### config.mk
export PLATFORM = sky130hd
export DESIGN_NAME = uart_tx_frame
export DESIGN_NICKNAME = d
export VERILOG_FILES = /design/src/rtl/uart_pkg.sv /design/src/rtl/uart_tx_frame_bit_timer.sv /design/src/rtl/uart_tx_frame.sv
export SDC_FILE = /design/constraint.sdc
export NUM_CORES = 1
export LEC_CHECK = 0
export CORE_ASPECT_RATIO = 0.6
export CORE_MARGIN = 4
export CORE_UTILIZATION = 45
export CTS_BUF_LIST = sky130_fd_sc_hd__clkbuf_8
export CTS_CLUSTER_SIZE = 25
export DETAILED_ROUTE_END_ITERATION = 8
export PLACE_DENSITY = 0.78
export SYNTH_ARGS = -nofsm -noshare
export SYNTH_HDL_FRONTEND = slang
export SYNTH_HIERARCHICAL = 1
export SYNTH_SLANG_ARGS = --single-unit
### constraint.sdc
create_clock -name CLK -period 4.1 [get_ports CLK]
set_input_delay 0.615 -clock CLK [delete_from_list [all_inputs] [get_ports CLK]]
set_output_delay 0.615 -clock CLK [all_outputs]
set_load 0.05 [all_outputs]
### src/rtl/uart_pkg.sv
// Shared UART transmit types and constants: FSM state encoding, line levels, parity selectors.
// Imported by the framer top and its bit timer.
package uart_pkg;

  localparam int PRESCALE_W = 6;

  localparam logic START_BIT = 1'b0;
  localparam logic STOP_BIT  = 1'b1;

  localparam logic PAR_EVEN  = 1'b0;
  localparam logic PAR_ODD   = 1'b1;

  typedef enum logic [2:0] {
    IDLE   = 3'd0,
    START  = 3'd1,
    DATA   = 3'd2,
    PARITY = 3'd3,
    STOP   = 3'd4
  } uart_tx_state_e;

endpackage

### src/rtl/uart_tx_frame_bit_timer.sv
// Bit timer: edge counter 0..P-1 (P = max(prescale,1)) and 4-bit bit index; bit_tick on the last edge of a bit.
// Latency: bit_tick is combinational from the counter; no backpressure, counts only while enabled.
module tx_bit_timer
  import uart_pkg::*;
(
  input  logic                  CLK,
  input  logic                  RST,
  input  logic                  enable,
  input  logic                  clear,
  input  logic [PRESCALE_W-1:0] prescale,
  output logic                  bit_tick,
  output logic [3:0]            bit_idx
);

  logic [PRESCALE_W-1:0] edge_cnt;
  logic [PRESCALE_W-1:0] edge_last;

  // A prescale of 0 behaves like 1: every edge is the last edge of a bit.
  assign edge_last = (prescale == '0) ? '0 : prescale - PRESCALE_W'(1);
  assign bit_tick  = enable && (edge_cnt == edge_last);

  always_ff @(posedge CLK or negedge RST) begin
    if (!RST) begin
      edge_cnt <= '0;
      bit_idx  <= '0;
    end else if (clear) begin
      edge_cnt <= '0;
      bit_idx  <= '0;
    end else if (enable) begin
      if (bit_tick) begin
        edge_cnt <= '0;
        bit_idx  <= bit_idx + 4'd1;
      end else begin
        edge_cnt <= edge_cnt + PRESCALE_W'(1);
      end
    end
  end

endmodule

### src/rtl/uart_tx_frame.sv
// UART TX framer: start, DATA_WIDTH bits LSB first, optional parity (UART_TX_PARITY_EN), one stop; P cycles per bit.
// Latency: start bit on the line one edge after Data_Valid is accepted; Data_Valid while busy is dropped (no queueing).
module uart_tx_frame
  import uart_pkg::*;
#(
  parameter int DATA_WIDTH = 8
) (
  input  logic                  CLK,
  input  logic                  RST,
  input  logic [DATA_WIDTH-1:0] P_DATA,
  input  logic                  Data_Valid,
  input  logic                  PAR_EN,
  input  logic                  PAR_TYP,
  input  logic [PRESCALE_W-1:0] prescale,
  output logic                  TX_OUT,
  output logic                  busy
);

  uart_tx_state_e        state;
  logic [DATA_WIDTH-1:0] data_sh;
  logic [PRESCALE_W-1:0] pre_q;
  logic                  accept;
  logic                  bit_tick;
  logic [3:0]            bit_idx;
  logic                  last_data;
  logic                  state_chg;

`ifdef UART_TX_PARITY_EN
  logic par_en_q;
  logic par_bit_q;
`else
  logic unused_par;
  assign unused_par = ^{PAR_EN, PAR_TYP};
`endif

  assign accept    = Data_Valid && !busy;
  assign last_data = (bit_idx == 4'(DATA_WIDTH - 1));
  // The bit counter restarts whenever the FSM leaves a state, including on acceptance.
  assign state_chg = accept || (bit_tick && ((state != DATA) || last_data));

  tx_bit_timer u_bit_timer (
    .CLK      (CLK),
    .RST      (RST),
    .enable   (busy),
    .clear    (state_chg),
    .prescale (pre_q),
    .bit_tick (bit_tick),
    .bit_idx  (bit_idx)
  );

  always_ff @(posedge CLK or negedge RST) begin
    if (!RST) begin
      state   <= IDLE;
      TX_OUT  <= STOP_BIT;
      busy    <= 1'b0;
      data_sh <= '0;
      pre_q   <= '0;
`ifdef UART_TX_PARITY_EN
      par_en_q  <= 1'b0;
      par_bit_q <= 1'b0;
`endif
    end else if (accept) begin
      state   <= START;
      TX_OUT  <= START_BIT;
      busy    <= 1'b1;
      data_sh <= P_DATA;
      pre_q   <= prescale;
`ifdef UART_TX_PARITY_EN
      par_en_q  <= PAR_EN;
      par_bit_q <= (^P_DATA) ^ (PAR_TYP == PAR_ODD);
`endif
    end else if (bit_tick) begin
      unique case (state)
        START: begin
          state   <= DATA;
          TX_OUT  <= data_sh[0];
          data_sh <= data_sh >> 1;
        end
        DATA: begin
          if (last_data) begin
`ifdef UART_TX_PARITY_EN
            if (par_en_q) begin
              state  <= PARITY;
              TX_OUT <= par_bit_q;
            end else begin
              state  <= STOP;
              TX_OUT <= STOP_BIT;
            end
`else
            state  <= STOP;
            TX_OUT <= STOP_BIT;
`endif
          end else begin
            TX_OUT  <= data_sh[0];
            data_sh <= data_sh >> 1;
          end
        end
`ifdef UART_TX_PARITY_EN
        PARITY: begin
          state  <= STOP;
          TX_OUT <= STOP_BIT;
        end
`endif
        STOP: begin
          state  <= IDLE;
          TX_OUT <= STOP_BIT;
          busy   <= 1'b0;
        end
        default: begin
          state  <= IDLE;
          TX_OUT <= STOP_BIT;
          busy   <= 1'b0;
        end
      endcase
    end
  end

endmodule
# Yosys cells after proc, flatten, opt, wreduce, memory -nomap -nowiden
# Cells that the tools add are included.
[op_classes]
n_addsub = 3
n_eq_ne = 8
muxes = 22
n_reduce_logical = 16
[op_table]
columns = ["operator", "n"]
rows = [
  ["$mux W6", 4],
  ["$mux W8", 3],
  ["$pmux W8 S2", 1],
  ["$mux W4", 3],
  ["$mux W3", 3],
  ["$add A6 B1 Y6 const B", 1],
  ["$eq A6 B6 Y1", 1],
  ["$logic_not A6 Y1", 1],
  ["$mux W1", 6],
  ["$ne A3 B3 Y1 const B", 2],
  ["$pmux W3 S2", 1],
  ["$reduce_and A2 Y1", 3],
  ["$reduce_bool A2 Y1", 3],
  ["$sub A6 B1 Y6 const B", 1],
  ["$add A4 B1 Y4 const B", 1],
  ["$eq A4 B3 Y1 const B", 1],
  ["$eq A3 B1 Y1 const B", 1],
  ["$eq A3 B2 Y1 const B", 1],
  ["$logic_and A1 B1 Y1", 3],
  ["$ne A3 B2 Y1 const B", 1],
  ["$reduce_and A3 Y1", 1],
  ["$reduce_bool A3 Y1", 1],
  ["$logic_or A1 B1 Y1", 2],
  ["$ne A2 B1 Y1 const B", 1],
  ["other kinds (3)", 3],
]
[totals]
regBits = 29
inputBits = 19
out_inout_bits = 2
elab_cells = 56

# Longest topological paths before layout
[logic_depth]
depth_word = 8
mapped_depth = 13
mapped_depth_nobuf = 12

# By module
# Netlist, hierarchy kept.
[by_module_without_submodules]
columns = ["mod", "n_inst", "cells_each", "area_each_um2", "seq_area_each_um2"]
rows = [
  ["uart_tx_frame", 1, 68, 924.6, 476.7],
  ["tx_bit_timer", 1, 88, 782.0, 250.2],
]

# Least setup slack after synthesis
# Ideal clock, no wire load.
[synth_path]
kind = "register to register"
startpoint = "register pre_q[2]"
endpoint = "register data_sh[0]"
setup_ns = 0.125
arrival_ns = 2.911
t_required_ns = 3.975
slack_ns = 1.064
path_stages_with_launch = 11
n_path_buf = 2
synth_period_minus_slack_ns = 3.036
cell_sequence = "dfrtp_1 -> or4_4 -> o21ai_0 -> xor2_1 -> a2111o_1 -> buf_6 -> nor2_1 -> and4bb_1 -> a211o_1 -> buf_6 -> mux2_4"
[synth_between]
elab_chain_len = 6
word_cells_on_any_way = 7
cone_classes = "add/sub (1); eq/ne (1); mux (1); reduce/logical (4)"
[synth_lines]
columns = ["item", "line_no", "source"]
rows = [
  ["start, declared", "uart_tx_frame.sv:21", "logic [PRESCALE_W-1:0] pre_q;"],
  ["start signal, assigned", "uart_tx_frame.sv:67", "pre_q <= prescale;"],
  ["$sub A6 B1 Y6 or $logic_not A6 Y1 (tied branches)", "uart_tx_frame_bit_timer.sv:19", "assign edge_last = (prescale == '0) ? '0 : prescale - PRESCALE_W'(1);"],
  ["$mux W6 *", "uart_tx_frame_bit_timer.sv:19", ""],
  ["$eq A6 B6 Y1 *", "uart_tx_frame_bit_timer.sv:20", "assign bit_tick = enable && (edge_cnt == edge_last);"],
  ["$logic_and A1 B1 Y1 *", "uart_tx_frame_bit_timer.sv:20", ""],
  ["named net bit_tick", "uart_tx_frame.sv:23", "logic bit_tick;"],
  ["$reduce_bool A2 Y1 (no line) *", "n/a", ""],
  ["$reduce_and A3 Y1 (no line) *", "n/a", ""],
  ["end signal, assigned", "uart_tx_frame.sv:77", "data_sh <= data_sh >> 1;"],
  ["end signal, assigned", "uart_tx_frame.sv:95", "data_sh <= data_sh >> 1;"],
  ["end, declared", "uart_tx_frame.sv:20", "logic [DATA_WIDTH-1:0] data_sh;"],
]
# Mark *: on every way through the listed nets, which the timed path passes. The rest lies on a longest branch.
# A chain may end at the register's enable or synchronous reset.

# Worst setup path after layout
[layout_path]
startpoint = "register pre_q[0]"
endpoint = "register data_sh[4]"
# The elaborated chain is that of the path after synthesis.

==> impl_results.md <==
- Sequential power share: 0.371
- Clk slew on worst S/H paths: 0.07 ns
- Post-CTS Setup Repair Bufs: 0
- Worst-path cell chain: inv_1, ha_1, nor3b_2, and4_1, a211oi_1, a2111o_1, nor2_1, buf_4, and4bb_1, a211o_1, mux2_4
- Min-delay src: data_sh[2]
- Final Max Slew Viols: 0
- Hold Path Sink: data_sh[2]
- Clk_skew: 0.009138 ns
- Crit path DAT: 3.57 ns
- Mean Syn Cell Area: 10.94 um^2
- Final HPWL DP: 2.756 mm
- Pre-Repair DR Iteration Count: 4
- Crit Path Class: reg -> reg
- Post-DRT Antenna Nets: 0
- Clk pwr share: 0.196
- Largest net degree at the start of global routing: 24
- VDD IR-drop max: 0.3208 mV
- Core Footprint: 0.003659 mm^2
- Layout area overhead: 19.35%
- Via Count: 1289
- Wirelength per Cell: 17.10 um
- Clock tree from TritonCTS: done
- First DRT Iteration DRCs: 97
- Total Nets Final: 199
- Std cell rows: 17
- Hold Buf Count CTS: 0
- Filler cells: 302
- CTS buffer count: 5
- Worst-Skew Late Latency: 0.28 ns
- Buf/Inv on CP: 2
- Crit path max-delay family: simple AND/OR/NAND/NOR gates
- Setup TNS: 0 ns
- Final setup vio count: 0
- Largest cells by area after synthesis: dfrtp_1, mux2_2, mux2_4, xor2_1, a21oi_1
- CTS H-Tree Depth: 2
- Hold WS: 0.5169 ns
- Die Span Y: 55.70 um
- Required time of the worst setup path: 4.25 ns
- Critical Path Start Type: flop
- LEAKAGE: 0.0008671 uW
- Max_slew headroom: 0.3103
- Final Critical Period: 3.414 ns
- Net Sw Power: 585.5 uW
- Hold Path Depth: 1
- Largest stage delay on the critical path: 0.53 ns
- CP endpoint kind: flop
- CP max FO: 11
- Sequential fraction of the synthesis area: 0.4260
- Seq cells post-synth: 29
- Die width: 87.51 um
- Power Internal: 945.5 uW
- Initial core utilization: 0.4665
- Routed WL: 3.848 mm
- N_diodes: 0
- Comb pwr share: 0.432
- Cells after Synth: 156
- Cts repair resizes: 0
- Peak Freq: 292.9 MHz
- EDFF count, synth: 0
- Mapped cell area: 0.001707 mm^2
- Ys flop type: dfrtp_1
- Pre-CTS setup slack: 0.7789 ns
- Worst R2R End: data_sh[4]
- Max-cap viol count: 0
- DRC Markers: 0
- Most frequent cells after synthesis: dfrtp_1, mux2_2, a21oi_1, nor3_1
- First-pass GRT wire length: 6.465 mm
- GPL Wtd Cong: 0.8539
- Clk sinks: 29
- RR Startpoint: pre_q[0]
- Status: finished, final reports clean
- Syn. warnings: 6
- Syn nets: 178
- Clk root buf: clkbuf_8
- Layout cell share with drive strength beyond 1: 0.2079
- Final hold vios: 0
- I/O Buffers: 18
- Most common cell in the netlist: dfrtp_1
- Cells on worst reg2reg path: 11
- Cell area power density: 751.6 mW/mm^2
- Final cycle utilization of the critical path: 0.8327
- Post-Layout Inst Area: 0.002037 mm^2
- I/O Pins: 21
- Yosys top cell area share: 0.4106
- Grt total ovfl: 0
- Die area: 0.004874 mm^2
- Switching share of power: 0.3824
- Hold Path Class: reg -> reg
- Reg2reg setup slack: 0.69 ns
- Setup WS post-layout: 0.6861 ns
- Yosys cell types: 47
- Gr usage total: 0.1695
- Antenna violations before repair: 0
- Maximum buffer depth of the clock tree: 2
- CP max-delay cell: a2111o_1
- Vias in the first global route: 1279
- Slew @ Worst Pin: 1.031 ns
- Total power: 1531 uW
- Area leader, netlist: dfrtp_1
- Placed instance area: 0.001921 mm^2
- Avg Vias per Cell: 5.729
- RSZ-0062 raised after global routing: false
- Asr flop ratio synth: 1.000
-- final cells by class --
class,instances,area (um^2),area share
Inverter,6,22.52,0.01106
Timing Repair Buffer,22,210.2,0.1032
Clock inverter,2,33.78,0.01658
Sequential cell,29,726.9,0.3569
Multi-Input combinational cell,113,902.1,0.4429
Tap cell,47,58.81,0.02887
Clock buffer,6,82.58,0.04054
-- worst max-delay path by stage --
stage,depth (start not counted),to,startpoint,slack [ns]
finish,11,data_sh[4],pre_q[0],0.69
global route,13,u_bit_timer/edge_cnt[5],pre_q[0],0.40
CTS,11,data_sh[4],pre_q[0],0.71
detailed placement,11,data_sh[1],pre_q[0],0.78
global placement,11,data_sh[2],pre_q[0],0.90
floorplan,10,data_sh[0],pre_q[2],1.06
-- flip-flops by register name, indices dropped and copies added (netlist names) --
name	count
pre_q	6
state	3
u_bit_timer/bit_idx	4
busy	1
data_sh	8
u_bit_timer/edge_cnt	6
TX_OUT	1
-- kinds of logic (layout without fill, tap and decap cells) --
| logic type | Yosys count | after routing | synth area share |
|---|---|---|---|
| AOI/OAI and AO/OA | 33 | 33 | 0.1276 |
| xor gates and xnor gates | 9 | 9 | 0.04619 |
| adders and majority gates | 3 | 3 | 0.02200 |
| buffers and inverters | 14 | 36 | 0.04545 |
| DFF | 29 | 29 | 0.4260 |
| muxes | 20 | 20 | 0.1474 |
| and+or+nand+nor | 48 | 48 | 0.1855 |
-- power groups by stage --
stage	combinational [uW]	sequential (uW)	clock, uW
final	662	569	300
after global routing	729	594	323
after CTS	657	567	308
after detailed placement	650	569	0
after global placement	611	551	0
after floorplan	532	532	0
-- cells in the final DEF, fill, tap and decap left out, drive strengths merged, types with 2 or more instances in the layout --
| cell type | count |
|---|---|
| ha | 3 |
| buf | 4 |
| or4 | 3 |
| nand3 | 2 |
| a21o | 3 |
| dfrtp | 28 |
| clkbuf | 6 |
| o31ai | 3 |
| and4bb | 2 |
| nor2b | 3 |
| o21ai | 7 |
| a21oi | 10 |
| mux2 | 20 |
| nand2 | 5 |
| clkdlybuf4s50 | 18 |
| a211oi | 2 |
| nor2 | 5 |
| or3b | 2 |
| and4 | 2 |
| nand2b | 4 |
| nor3b | 3 |
| or3 | 2 |
| xnor2 | 2 |
| xor2 | 7 |
| inv | 7 |
| nor3 | 9 |
-- stage by stage --
stage,util,cells
final,0.5568,225
after global routing,0.5568,225
after CTS,0.5568,225
after detailed placement,0.5250,217
after global placement,0.5250,217
after floorplan,-,156
-- layer usage --
metal  up-vias  GRT usage  routed length [um]
met1       636     0.2449                1847
met5         -          0                   0
met4         0    0.04158                  42
met2        33     0.2554                1802
met3         6    0.03994                 156
li1        614          -                   -
Note: power is estimated with default switching activity, not from simulation.
